**src/rtl/adc_decim_fifo.sv**
```systemverilog
// Averages groups of 2^DECIM_LOG2 converter codes with round-half-up and
// buffers the results in a small FIFO drained through a valid/ready port.
module adc_decim_fifo #(
  parameter int unsigned DATA_W     = 4,
  parameter int unsigned DECIM_LOG2 = 2,
  parameter int unsigned FIFO_DEPTH = 4
) (
  input  logic                          clk,
  input  logic                          rst,
  input  logic                          enable,
  input  logic [DATA_W-1:0]             code_in,
  input  logic                          code_valid,
  output logic [DATA_W-1:0]             m_data,
  output logic                          m_valid,
  input  logic                          m_ready,
  output logic [$clog2(FIFO_DEPTH):0]   fifo_level,
  output logic                          overflow,
  output logic [7:0]                    drop_cnt,
  input  logic                          clear_ovf
);

  localparam int unsigned N     = 1 << DECIM_LOG2;
  localparam int unsigned HALF  = N >> 1;
  localparam int unsigned ACC_W = DATA_W + DECIM_LOG2;
  localparam int unsigned SUM_W = ACC_W + 1;
  localparam int unsigned CNT_W = DECIM_LOG2;
  localparam int unsigned PTR_W = $clog2(FIFO_DEPTH);
  localparam int unsigned LVL_W = PTR_W + 1;

  typedef enum logic {
    IDLE = 1'b0,
    ACC  = 1'b1
  } state_e;

  state_e              state_q, state_d;
  logic [ACC_W-1:0]    acc_q, acc_d;
  logic [CNT_W-1:0]    cnt_q, cnt_d;
  logic [DATA_W-1:0]   mem_q [FIFO_DEPTH];
  logic [DATA_W-1:0]   mem_d [FIFO_DEPTH];
  logic [PTR_W-1:0]    wr_ptr_q, wr_ptr_d;
  logic [PTR_W-1:0]    rd_ptr_q, rd_ptr_d;
  logic [LVL_W-1:0]    level_q, level_d;
  logic                overflow_q, overflow_d;
  logic [7:0]          drop_cnt_q, drop_cnt_d;

  logic [SUM_W-1:0]    sum;
  logic [SUM_W-1:0]    avg;
  logic [DATA_W-1:0]   result;
  logic                push;
  logic                pop;
  logic                full;
  logic                wr;
  logic                drop;

  // Group accumulation and completion
  always_comb begin
    state_d = state_q;
    acc_d   = acc_q;
    cnt_d   = cnt_q;
    push    = 1'b0;
    sum     = SUM_W'(acc_q) + SUM_W'(code_in) + SUM_W'(HALF);
    avg     = sum >> DECIM_LOG2;
    result  = avg[DATA_W-1:0];

    case (state_q)
      IDLE: begin
        acc_d = '0;
        cnt_d = '0;
        if (enable) state_d = ACC;
      end
      ACC: begin
        if (!enable) begin
          // Dropping enable abandons the partial group without pushing
          state_d = IDLE;
          acc_d   = '0;
          cnt_d   = '0;
        end else if (code_valid) begin
          if (cnt_q == CNT_W'(N - 1)) begin
            push  = 1'b1;
            acc_d = '0;
            cnt_d = '0;
          end else begin
            acc_d = acc_q + ACC_W'(code_in);
            cnt_d = cnt_q + CNT_W'(1);
          end
        end
      end
      default: state_d = IDLE;
    endcase
  end

  // FIFO bookkeeping and drop accounting
  always_comb begin
    pop  = m_valid & m_ready;
    full = (level_q == LVL_W'(FIFO_DEPTH));
    wr   = push & (~full | pop);
    drop = push & full & ~pop;

    mem_d = mem_q;
    if (wr) mem_d[wr_ptr_q] = result;

    wr_ptr_d = wr  ? wr_ptr_q + PTR_W'(1) : wr_ptr_q;
    rd_ptr_d = pop ? rd_ptr_q + PTR_W'(1) : rd_ptr_q;
    level_d  = level_q + LVL_W'(wr) - LVL_W'(pop);

    overflow_d = overflow_q;
    drop_cnt_d = drop_cnt_q;
    if (clear_ovf) begin
      overflow_d = 1'b0;
      drop_cnt_d = '0;
    end
    // A drop in the same cycle as a clear restarts the count at one
    if (drop) begin
      overflow_d = 1'b1;
      if (clear_ovf)                drop_cnt_d = 8'd1;
      else if (drop_cnt_q != 8'hFF) drop_cnt_d = drop_cnt_q + 8'd1;
    end
  end

  always_ff @(posedge clk) begin
    if (rst) begin
      state_q    <= IDLE;
      acc_q      <= '0;
      cnt_q      <= '0;
      mem_q      <= '{default: '0};
      wr_ptr_q   <= '0;
      rd_ptr_q   <= '0;
      level_q    <= '0;
      overflow_q <= 1'b0;
      drop_cnt_q <= '0;
    end else begin
      state_q    <= state_d;
      acc_q      <= acc_d;
      cnt_q      <= cnt_d;
      mem_q      <= mem_d;
      wr_ptr_q   <= wr_ptr_d;
      rd_ptr_q   <= rd_ptr_d;
      level_q    <= level_d;
      overflow_q <= overflow_d;
      drop_cnt_q <= drop_cnt_d;
    end
  end

  // Rounded average of DATA_W-bit codes always fits back into DATA_W bits
  assert property (@(posedge clk) disable iff (rst) push |-> ((avg >> DATA_W) == '0));

  assign m_data     = mem_q[rd_ptr_q];
  assign m_valid    = (level_q != '0);
  assign fifo_level = level_q;
  assign overflow   = overflow_q;
  assign drop_cnt   = drop_cnt_q;

endmodule

```
**config.mk**
```make
export PLATFORM = sky130hd
export DESIGN_NAME = adc_decim_fifo
export DESIGN_NICKNAME = d
export VERILOG_FILES = /design/src/rtl/adc_decim_fifo.sv
export SDC_FILE = /design/constraint.sdc
export NUM_CORES = 1
export LEC_CHECK = 0
export BUFFER_PORTS_ARGS = -buffer_cell sky130_fd_sc_hd__buf_2
export CORE_AREA = 10 10 78 80
export CTS_BUF_LIST = sky130_fd_sc_hd__clkbuf_4 sky130_fd_sc_hd__clkbuf_8 sky130_fd_sc_hd__clkbuf_16
export CTS_CLUSTER_DIAMETER = 120
export CTS_CLUSTER_SIZE = 20
export DETAILED_ROUTE_END_ITERATION = 10
export DIE_AREA = 0 0 88 90
export PLACE_DENSITY = 0.77
export SLEW_MARGIN = 20
export SYNTH_ARGS = -nofsm -noshare
export SYNTH_HDL_FRONTEND = slang
export SYNTH_SLANG_ARGS = --single-unit
export TNS_END_PERCENT = 1
```
**constraint.sdc**
```tcl
create_clock -name clk -period 2.9 [get_ports clk]
set_input_delay 0.58 -clock clk [delete_from_list [all_inputs] [get_ports clk]]
set_output_delay 0.58 -clock clk [all_outputs]
set_load 0.01 [all_outputs]
```
== After elaboration in Yosys (flattened, before gate mapping) ==
Index checks and enable logic that the tools add are counted.
Storage, ports and cells
  flip-flop bits (word level): 41
  input port bits: 10
  output and inout bits: 17
Cells by class
  add/subtract/negate cells: 9
  $lt $le $gt $ge: 3
  eq/ne operators: 4
  mux-type cells: 25
  bitwise operators: 10
  reductions and logical operators: 3
Operator list (count)
  2-to-1 mux 8 bit: 4
  2-to-1 mux 6 bit: 3
  bitwise mux 16 bit: 1
  adder 6 x 4 -> 6 bit: 2
  2-to-1 mux 4 bit: 3
  case mux 6 bit (2 select lines): 1
  adder 8 x 1 -> 8 bit, second input constant: 1
  binary-select mux 4 bit (select 2 bit): 1
  demux 4 bit (select 2 bit): 1
  inequality test 8 bit, second input constant: 1
  2-to-1 mux 1 bit: 7
  adder 2 x 1 -> 2 bit, second input constant: 3
  adder 6 x 2 -> 6 bit, second input constant: 1
  >= comparator 3 bit, second input constant: 2
  2-to-1 mux 2 bit: 3
  NOT 2 -> 3 bit: 2
  AND 1 bit: 4
  case mux 2 bit (2 select lines): 1
  adder 3 x 1 -> 3 bit: 1
  == test 3 bit, second input constant: 1
  less-than comparator 3 x 1 -> 1 bit, second input constant: 1
  inequality test 3 bit, second input constant: 1
  NOT 1 bit: 3
  nonzero test 3 bit: 1
  other kinds (5): 5

== Logic depth before layout (Yosys ltp) ==
Gate-level depths: netlist of the first run.
  depth after elaboration: 8
  gate-level depth with buffers: 11
  gate-level depth less buffers: 10

== Worst setup path after synthesis of the first run ==
OpenSTA, ideal clock, no wires.
  kind: input -> register
  from: in m_ready
  to: reg level_q[2], in the netlist fifo_level[2]
  setup time: 0.128 ns
  arrival time: 2.365 ns
  data required time: 2.772 ns
  setup slack: 0.407 ns
  stages: 10
  path through: or4b_1 buf_2 nand2_1 ha_1 inv_1 ha_1 fa_1 xnor2_1 xnor2_1 nor2_1
Between the ends
  word-level cells in the longest chain between the ends: 5
Ends and longest elaborated chain
  start: declaration: line 15  | input logic m_ready,
  AND 1 bit (*): line 94  | pop = m_valid & m_ready;
  bitwise OR 1 bit: line 96  | wr = push & (~full | pop);
  AND 1 bit: line 96
  adder 3 x 1 -> 3 bit: line 104  | level_d = level_q + LVL_W'(wr) - LVL_W'(pop);
  subtractor 3 x 1 -> 3 bit (*): line 104
  end signal: assignment: line 138  | level_q <= level_d;
  end: declaration: line 42  | logic [LVL_W-1:0] level_q, level_d;
Every way passes the cells marked *; elsewhere a longest branch is shown, timed or not.
A chain may end at the register's enable or synchronous reset.

== Final worst setup path of the first run ==
  from: reg level_q[0], in the netlist fifo_level[0]
  to: reg level_q[2], in the netlist fifo_level[2]
Between the ends
  word-level cells in the longest chain between the ends: 6
Ends and longest elaborated chain (line)
  nonzero test 3 bit / == test 3 bit (equally long branches): 148, 95
  AND 1 bit / NOT 1 bit (equally long branches): 94, 96
  bitwise OR 1 bit: 96
  AND 1 bit: 96
  adder 3 x 1 -> 3 bit: 104
  subtractor 3 x 1 -> 3 bit (*): 104
Marks and branches as above.

==> results of run 1 <==
-- placed cells by master, fill, tap and decap left out, types with 2 or more instances in the layout --
cell and instances:
or3_1 10, nand3b_1 5, nand3_2 2, mux2i_1 11, and3_1 3, nor2_1 20, a21oi_1 13, o21ai_0 8
a22oi_1 3, mux4_2 4, nand3_1 6, clkbuf_8 5, nor3_1 3, fa_1 4, nand2_1 11, a211oi_1 2
buf_4 2, nand4b_1 2, inv_1 10, buf_2 26, nor2b_1 5, ha_1 16, bufinv_16 2, xor2_1 4
a31oi_1 3, xnor2_1 6, and4_1 2, dfxtp_1 41, nand4_1 2, a21o_1 2, nand3_4 2
-- sequential cells by signal, summed over array words and instances, names as in the netlist --
signal	count
state_q	1
overflow	1
acc_q	6
wr_ptr_q	2
fifo_level	3
cnt_q	2
mem_q	16
drop_cnt	8
rd_ptr_q	2
-- Yosys cell counts (2+ instances only) --
library cell,number
dfxtp_1,41
nor2_1,20
ha_1,16
a21oi_1,13
mux2i_1,11
nand2_1,11
inv_1,10
or3_1,10
o21ai_0,8
clkbuf_1,7
nand3_1,6
xnor2_1,6
nand3b_1,5
nor2b_1,5
fa_1,4
mux4_2,4
xor2_1,4
a22oi_1,3
a31oi_1,3
and3_1,3
nor3_1,3
a211oi_1,2
a21o_1,2
and4_1,2
nand3_2,2
nand3_4,2
nand4_1,2
nand4b_1,2
-- through the flow --
step	util [%]	hold slack, ns	area [um^2]
after floorplan	-	0.4331	2206
after global placement	51.67	0.4428	2376
after detailed placement	51.67	0.4502	2376
after CTS	54.58	0.4644	2510
after global routing	54.58	0.4757	2510
final	54.58	0.4672	2510
-- kinds of logic (layout without fill, tap and decap cells) --
group                      after synthesis  in the layout  synth area share [%]
AOI/OAI and AO/OA                       38             38                 11.06
xor gates and xnor gates                10             10                 3.970
adders and majority gates               20             20                 12.71
buffers and inverters                   19             46                 3.630
DFF                                     41             41                 37.21
muxes                                   15             15                 9.076
and+or+nand+nor                         81             81                 22.35
-- area by class of cell --
type / count / area share [%]
Inverter: 10 / 1.496
Clock buffer: 5 / 2.742
Sequential cell: 41 / 32.70
Multi-Input combinational cell: 164 / 51.99
Timing Repair Buffer: 28 / 5.783
Clock inverter: 3 / 2.592
Tap cell: 54 / 2.692
-- per-layer routing --
layer	global-route usage (%)	wire, um	share of wire [%]	up-vias
met3	3.159	158	3.8	6
met4	3.989	63	1.5	0
met1	13.87	2021	48	768
li1	-	-	-	852
met2	17.11	1926	46	26
met5	0	0	0	-
-- worst min-delay path, delay by kind of cell, from the launching register on --
kind	cells	cell delay, ns
compound gates	1	0.05
flops	1	0.32
simple gates	1	0.05
-- worst min-delay path by stage --
stage / end / depth (start not counted) / slack [ns]
after CTS: mem_q[7]$_SDFFE_PP0P_ / 2 / 0.46
after floorplan: mem_q[7]$_SDFFE_PP0P_ / 2 / 0.43
after global placement: mem_q[11]$_SDFFE_PP0P_ / 2 / 0.44
final: mem_q[15]$_SDFFE_PP0P_ / 2 / 0.47
after global routing: mem_q[15]$_SDFFE_PP0P_ / 2 / 0.48
after detailed placement: mem_q[3]$_SDFFE_PP0P_ / 2 / 0.45
-- power by group through the flow --
stage                     logic [W]  clock network (W)  registers (W)
final                      0.000265           0.000546       0.000654
after global routing       0.000304           0.000575       0.000665
after CTS                  0.000271           0.000563       0.000657
after detailed placement   0.000269                  0       0.000671
after global placement     0.000259                  0       0.000665
after floorplan            0.000207                  0       0.000649
==> results.cfg, run 1 <==
[run_status]
status = finished, final reports clean

[die]
core_area_mm2 = 0.004598
start_util_pct = 47.97
fp.dieH_um = 90
die_width_um = 88
num_rows = 25
die_area_mm2 = 0.007920
io_pins = 27

[clocking]
post_cts_resize_count = 0
h-tree-depth = 2
cts_buffers = 5
cts_setup_buffers = 0
path_clk_slew_ns = 0.08
ctsHoldBuffers = 0
clock_tree.root_cell = clkbuf_8
cts.sinks = 41
cts_tree = built
clkLatencyLatePin_ns = 0.30
cts_buffer_depth = 2

[setup_path]
crit_start = fifo_level[0]$_SDFF_PP0_
rr_endpoint = fifo_level[2]$_SDFF_PP0_
crit_buf_inv = 1
critPathMaxStageDelay_ns = 0.57
crit_arrival_ns = 2.52
timing.rr.start = fifo_level[0]$_SDFF_PP0_
path_cells = or4b_1 > nand2_1 > ha_1 > inv_1 > ha_1 > fa_1 > xnor2_1 > xnor2_1 > nor2_1
crit_path_end = fifo_level[2]$_SDFF_PP0_
worst_setup_path_start_kind = flop
path_delay_family = simple AND/OR/NAND/NOR gates
slowest_stage = or4b_1
cp_max_fo = 6
cp_data_required_time_ns = 3.06
cp.depth = 9
crit_path_end_kind = flop
rr_worst_depth = 9
path_class = flop to flop
ff2ff_setup_slack_ns = 0.54

[timing]
finalCriticalPeriod_ns = 2.363
slew_headroom_pct = 55.63
final.setup.worst_slack_ns = 0.5370
worstMarginPinSlew_ns = 0.6656
hold_viol_final = 0
finalCritPeriodShare_pct = 81.48
drv_slew = 0
setup_viol = 0
fmax_mhz = 423.2
finClkSkew_ns = 0.006918
tns_ns = 0
rsz0062_at_grt = false

[finish]
seqCellArea_um2 = 820.8
n_fill_cell = 419
multiInputGateArea_mm2 = 0.001305
drive_above_1_share_pct = 19.12
area_delta_synth_final_pct = 13.78
nets = 280
antenna_cells = 0
fin_cells = 305

[detailed_routing]
ant_nets = 0
wirelength_um = 4169
drt-pass1-iter-count = 4
viasPerCell = 5.416
num_vias = 1652
drc = 0
drt-wirelength-per-cell_um = 13.67
drtIter0Drc = 146

[grt]
antenna_found_initial = 0
grt_pass1_wl_um = 7334
grt_pass1_vias = 1622
grt_start_max_net_pins = 41
grt_use_total_pct = 10.99
overflow = 0

[synth]
synth_top_cell_area_share_pct = 37.21
yosys.cell_types.count = 45
syn_nets = 254
synth_cells = 224
synthTopCellsByArea = dfxtp_1 (37%), ha_1 (9.1%), mux2i_1 (5.0%), mux4_2 (4.1%), fa_1 (3.6%)
yosysSeqAreaShare_pct = 37.21
yosysTopAreaCell = dfxtp_1
synth_edf_count = 0
ys_ff_latch = 41
synth_area_mm2 = 0.002206
ys.flop_type = dfxtp_1
avgSynthCellArea_um2 = 9.848
yosys_warnings = 0
synth_async_sr_flop_share_pct = 0

[placed_design]
place_inst = 297
dp_hpwl_um = 3128
numPortBuffers = 26
place.gp.congestion = 0.7448
pre_cts_slack_ns = 0.2592

[power]
switchingPower_w = 0.0003918
combPwrFrac_pct = 18.1
leakage_nw = 1.081
power_w = 0.001465
internal_power_w = 0.001074
p_seq_share_pct = 44.7
p_per_area_mw_per_mm2 = 583.9
swShare_pct = 26.73
p_clk_share_pct = 37.2
peakVddDrop_uv = 405.2

[run]
max-cap-violations = 0

[hold_path]
hp-start = mem_q[15]$_SDFFE_PP0P_
hp-class = flop to flop
Note: power is estimated with default switching activity, not from simulation.
==> run 2, diff against run 1 <==
==> constraint.sdc (replaced) <==
create_clock -name clk -period 2.5 [get_ports clk]
set_input_delay 0.5 -clock clk [delete_from_list [all_inputs] [get_ports clk]]
set_output_delay 0.5 -clock clk [all_outputs]
set_load 0.01 [all_outputs]
==> run 2 against run 1 <==
Effect of this change: hold slack worse by 0.0047 ns; first-iteration DRC count down 25%; via count up 1.3%; register-to-register slack got worse by 0.32 ns; count of clock-buffer cells in the layout did not move; maximum frequency up 3.7%; clock skew about the same; wire length rose by 0.84%; cell count grew 0.66%; critical path depth stayed put; non-clock buffer count grew 2; total power increased by 10%; critical path type unchanged.
==> results.cfg, run 2 (same netlist as run 1, synthesis figures left out) <==
[run_status]
status = finished, final reports clean

[timing]
rsz0062_at_grt = false
finClkSkew_ns = 0.007057
finalCriticalPeriod_ns = 2.278
worstMarginPinSlew_ns = 0.6772
slew_headroom_pct = 54.85
finalCritPeriodShare_pct = 91.13
hold_viol_final = 0
fmax_mhz = 438.9
tns_ns = 0
setup_viol = 0
drv_slew = 0

[detailed_routing]
drt-pass1-iter-count = 4
drt-wirelength-per-cell_um = 13.69
num_vias = 1673
drtIter0Drc = 110
drc = 0
viasPerCell = 5.450
wirelength_um = 4204
ant_nets = 0

[clocking]
cts_buffers = 5
cts_tree = built
clkLatencyLatePin_ns = 0.29
h-tree-depth = 2
cts.sinks = 41
post_cts_resize_count = 0
ctsHoldBuffers = 0
path_clk_slew_ns = 0.08
cts_setup_buffers = 0
clock_tree.root_cell = clkbuf_8
cts_buffer_depth = 2

[finish]
largest_reg_flops = 16
antenna_cells = 0
drive_above_1_share_pct = 19.76
final_util_pct = 54.50
final_cell_mix = dfxtp_1 (41), buf_2 (26), nor2_1 (20)
largest-register = mem_q
nets = 282
final_cell_area_mm2 = 0.002506
area_delta_synth_final_pct = 13.61
final_common_cell = dfxtp_1

[grt]
grt_use_total_pct = 11.45
grt_start_max_net_pins = 41
grt_pass1_wl_um = 7576
grt_pass1_vias = 1675
antenna_found_initial = 0
overflow = 0

[setup_path]
cp_max_fo = 6
worst_setup_path_start_kind = flop
crit_path_end_kind = flop
critPathMaxStageDelay_ns = 0.57
path_class = flop to flop
cp_data_required_time_ns = 2.66
slowest_stage = or4b_1
path_cells = or4b_1 > nand2_1 > ha_1 > inv_1 > ha_1 > fa_1 > xnor2_1 > xnor2_1 > nor2_1
crit_arrival_ns = 2.44

[placed_design]
placed_cell_area_mm2 = 0.002391
dp_hpwl_um = 3189
numPortBuffers = 26
place.gp.congestion = 0.7352

[power]
peakVddDrop_uv = 325.2
leakage_nw = 1.076
p_per_area_mw_per_mm2 = 646.1

[die]
die_area_mm2 = 0.007920
die_width_um = 88
start_util_pct = 47.97
fp.dieH_um = 90
core_area_mm2 = 0.004598
io_pins = 27
num_rows = 25

[run]
max-cap-violations = 0

[hold_path]
hp-class = flop to flop
[run 2: cell types whose count changed in the layout (fill, tap and decap cells not counted)]
cell	delta
buf_4	+2
bufinv_16	-1
clkinv_2	-1
clkinv_4	+1
clkinvlp_4	+1
[run 2: routing by layer]
layer / part of all wire [%] / global-route usage, %
met1: 46 / 13.76
met3: 4.3 / 3.881
met2: 49 / 18.51
met4: 1.5 / 3.590
met5: 0 / 0
[run 2: stage by stage]
| stage | setup WS (ns) | power [W] | cells | hold slack [ns] |
|---|---|---|---|---|
| 6_report | 0.2218 | 0.001619 | 307 | 0.4625 |
| 5_1_grt | 0.07256 | 0.001732 | 307 | 0.4687 |
| 4_1_cts | 0.2122 | 0.001647 | 307 | 0.4578 |
| 3_5_place_dp | 0.02686 | 0.001105 | 299 | 0.4508 |
| 3_3_place_gp | 0.09236 | 0.001087 | 299 | 0.4422 |
| 2_1_floorplan | 0.08745 | 0.0009929 | 224 | 0.4331 |
[run 2: final cells by class]
type / count / area (um^2)
Fill cell: 412 / 2092
Multi-Input combinational cell: 164 / 1305
Sequential cell: 41 / 820.8
Timing Repair Buffer: 30 / 160.2
Clock buffer: 5 / 68.82
Tap cell: 54 / 67.56
Clock inverter: 3 / 46.29
Inverter: 10 / 37.54
[run 2: final timing paths]
check / startpoint / endpoint / cells after the start / slack (ns)
max: fifo_level[0]$_SDFF_PP0_ / fifo_level[2]$_SDFF_PP0_ / 9 / 0.22
min: mem_q[11]$_SDFFE_PP0P_ / mem_q[11]$_SDFFE_PP0P_ / 2 / 0.46
max reg2reg: fifo_level[0]$_SDFF_PP0_ / fifo_level[2]$_SDFF_PP0_ / 9 / 0.22
min reg2reg: mem_q[11]$_SDFFE_PP0P_ / mem_q[11]$_SDFFE_PP0P_ / 2 / 0.46
[run 2: power breakdown]
| group | internal [W] | switching (W) |
|---|---|---|
| sequential | 0.000687 | 0.0000565 |
| combinational | 0.000174 | 0.000166 |
| clock | 0.000299 | 0.000237 |
| total | 0.00116 | 0.000460 |
[run 2: worst max-delay path, delay by kind of cell, from the launching register on]
family / cells / cell delay, ns
xor+xnor: 2 / 0.32
fa+ha+maj: 3 / 0.69
buf+inv: 1 / 0.04
flops: 1 / 0.37
simple gates: 3 / 0.73
==> run 3, diff against run 2 <==
--- a/config.mk
+++ b/config.mk
@@ -5,13 +5,14 @@
 export SDC_FILE = /design/constraint.sdc
 export NUM_CORES = 1
 export LEC_CHECK = 0
+export ABC_AREA = 1
 export BUFFER_PORTS_ARGS = -buffer_cell sky130_fd_sc_hd__buf_2
-export CORE_AREA = 10 10 78 80
+export CORE_AREA = 10 10 79 81
 export CTS_BUF_LIST = sky130_fd_sc_hd__clkbuf_4 sky130_fd_sc_hd__clkbuf_8 sky130_fd_sc_hd__clkbuf_16
 export CTS_CLUSTER_DIAMETER = 120
 export CTS_CLUSTER_SIZE = 20
 export DETAILED_ROUTE_END_ITERATION = 10
-export DIE_AREA = 0 0 88 90
+export DIE_AREA = 0 0 89 91
 export PLACE_DENSITY = 0.77
 export SLEW_MARGIN = 20
 export SYNTH_ARGS = -nofsm -noshare
==> run 3 against run 2 <==
Effect of this change: critical path depth is 2 higher; non-clock buffer count is 4 lower; synthesized cell count is 39% higher; final area is 2.7% higher; combinational power is 12% higher; maximum frequency is 10% higher; sequential power is 1% lower; wire length is 10% higher; clock skew is 0.00067 ns lower; first-iteration DRC count stayed put; count of clock-buffer cells in the layout is 1 higher; via count is 17% higher; critical endpoint unchanged; highest routed layer unchanged.
==> results.cfg, run 3 <==
[run_status]
status = finished, final reports clean

[power]
peakVddDrop_uv = 278.6
power_w = 0.001657
p_clk_share_pct = 32.8
swShare_pct = 31.15
leakage_nw = 1.260
internal_power_w = 0.001141
switchingPower_w = 0.0005161
combPwrFrac_pct = 22.8
p_seq_share_pct = 44.4
p_per_area_mw_per_mm2 = 643.5

[synth]
yosysTopAreaCell = dfxtp_1
synth_cells = 312
synth_area_mm2 = 0.002277
synth_top_cell_area_share_pct = 36.04
yosysSeqAreaShare_pct = 36.04
yosys_warnings = 0
avgSynthCellArea_um2 = 7.299
synth_async_sr_flop_share_pct = 0
ys.flop_type = dfxtp_1
yosysMostFrequentCell = nor2_1
yosys.cell_types.count = 24
syn_nets = 342
synth_common_cells = nor2_1 (54), nand2_1 (47), inv_1 (43), dfxtp_1 (41), o21ai_0 (31)
synthTopCellsByArea = dfxtp_1 (36%), nor2_1 (8.9%), ha_1 (8.8%), nand2_1 (7.7%), inv_1 (7.1%)
ys_ff_latch = 41
synth_edf_count = 0

[timing]
tns_ns = 0
setup_viol = 0
slew_headroom_pct = 65.83
rsz0062_at_grt = false
fmax_mhz = 482.8
worstMarginPinSlew_ns = 0.5120
hold_viol_final = 0
finalCritPeriodShare_pct = 82.84
drv_slew = 0
finalCriticalPeriod_ns = 2.071
finClkSkew_ns = 0.006388

[detailed_routing]
drt-pass1-iter-count = 4
drc = 0
wirelength_um = 4641
drt-wirelength-per-cell_um = 11.72
viasPerCell = 4.962
drtIter0Drc = 110
ant_nets = 0
num_vias = 1965

[clocking]
ctsHoldBuffers = 0
cts_setup_buffers = 0
h-tree-depth = 2
path_clk_slew_ns = 0.08
cts.sinks = 41
cts_tree = built
post_cts_resize_count = 0
clkLatencyLatePin_ns = 0.30
clock_tree.root_cell = clkbuf_8
cts_buffer_depth = 2
cts_buffers = 5

[finish]
final_common_cell = nor2_1
largest-register = mem_q
final_cell_mix = nor2_1 (54), nand2_1 (47), inv_1 (43)
drive_above_1_share_pct = 15.79
largest_reg_flops = 16
area_delta_synth_final_pct = 13.08
nets = 371
antenna_cells = 0

[grt]
grt_start_max_net_pins = 21
overflow = 0
grt_pass1_vias = 1894
antenna_found_initial = 0
grt_pass1_wl_um = 8362
grt_use_total_pct = 12.45

[placed_design]
place.gp.congestion = 0.8656
numPortBuffers = 26
dp_hpwl_um = 3566

[setup_path]
worst_setup_path_start_kind = flop
cp_data_required_time_ns = 2.73
crit_start = cnt_q[0]$_SDFFE_PP0P_
path_class = flop to flop
ff2ff_setup_slack_ns = 0.43
rr_worst_depth = 11
crit_path_end_kind = flop
crit_arrival_ns = 2.30
crit_path_end = fifo_level[2]$_SDFF_PP0_
rr_endpoint = fifo_level[2]$_SDFF_PP0_
cp_max_fo = 7
timing.rr.start = cnt_q[0]$_SDFFE_PP0P_

[die]
num_rows = 25
die_width_um = 89
fp.dieH_um = 91
die_area_mm2 = 0.008099
io_pins = 27
start_util_pct = 48.86
core_area_mm2 = 0.004661

[hold_path]
hp-class = input pin to flop

[run]
max-cap-violations = 0
-- run 3: cell types whose count changed in the layout (fill, tap and decap cells not counted), moves of 7 or more --
cell     previous run  this run
o21ai_0             8        31
nand3_1             6        13
a21oi_1            13        22
mux2i_1            11         0
nand2_1            11        47
inv_1              10        43
nor2_4              0         7
or3_1              10         0
nor2_1             20        54
-- run 3: cells by family after synthesis --
group | after synthesis | share of synthesized area [%]
compound gates | 60 | 13.52
flops | 41 | 36.04
xor+xnor | 6 | 2.308
simple gates | 135 | 27.47
buf+inv | 50 | 8.352
fa+ha+maj | 20 | 12.31
-- run 3: layout make-up --
cell class,count,area (um^2)
fillers,438,2086
multi-input cells,221,1266
flip-flops and latches,41,820.8
inverters,46,175.2
repair buffers,26,130.1
clock buffers,6,76.32
well taps,54,67.56
clock inverters,2,38.79
-- run 3: how the worst min path moves through the flow --
stage / from / to / slack (ns) / depth (start not counted)
floorplan: acc_q[2]$_SDFFE_PP0P_ / acc_q[2]$_SDFFE_PP0P_ / 0.44 / 2
global placement: overflow$_SDFFE_PP0P_ / overflow$_SDFFE_PP0P_ / 0.45 / 2
global route: enable / state_q$_SDFF_PP0_ / 0.43 / 3
finish: enable / state_q$_SDFF_PP0_ / 0.42 / 3
detailed placement: cnt_q[1]$_SDFFE_PP0P_ / cnt_q[1]$_SDFFE_PP0P_ / 0.46 / 2
CTS: enable / state_q$_SDFF_PP0_ / 0.42 / 3
-- run 3: layer usage --
metal / share of wire, % / routed length (um) / GRT usage [%]
met1: 47 / 2171 / 15.52
met2: 46 / 2139 / 19.83
met3: 5.0 / 233 / 2.860
met4: 2.1 / 97 / 5.438
met5: 0 / 0 / 0
-- run 3: power by group through the flow --
stage,combinational (W),clock [W],sequential [W]
2_1_floorplan,0.000263,0,0.000743
3_3_place_gp,0.000369,0,0.000747
3_5_place_dp,0.000384,0,0.000749
4_1_cts,0.000385,0.000556,0.000735
5_1_grt,0.000437,0.000576,0.000742
6_report,0.000378,0.000544,0.000736
-- run 3: critical path, stage by stage (launching register included) --
cell and delay [ns]:
dfxtp_1 0.35, ha_1 0.18, nand2_2 0.08, nor2_4 0.11
nand2_4 0.12, ha_1 0.29, inv_1 0.04, ha_1 0.18
fa_1 0.35, inv_1 0.08, o21ai_0 0.08, a21oi_1 0.13
-- run 3: through the flow --
| stage | hold slack [ns] | utilization [%] | setup WS (ns) | cell area (um^2) | instances |
|---|---|---|---|---|---|
| finish | 0.4243 | 55.25 | 0.4289 | 2575 | 396 |
| global route | 0.4317 | 55.25 | 0.2177 | 2575 | 396 |
| CTS | 0.4152 | 55.25 | 0.4233 | 2575 | 396 |
| detailed placement | 0.4617 | 52.78 | 0.3105 | 2460 | 388 |
| global placement | 0.4523 | 52.78 | 0.3617 | 2460 | 388 |
| floorplan | 0.4430 | - | 0.5581 | 2277 | 312 |
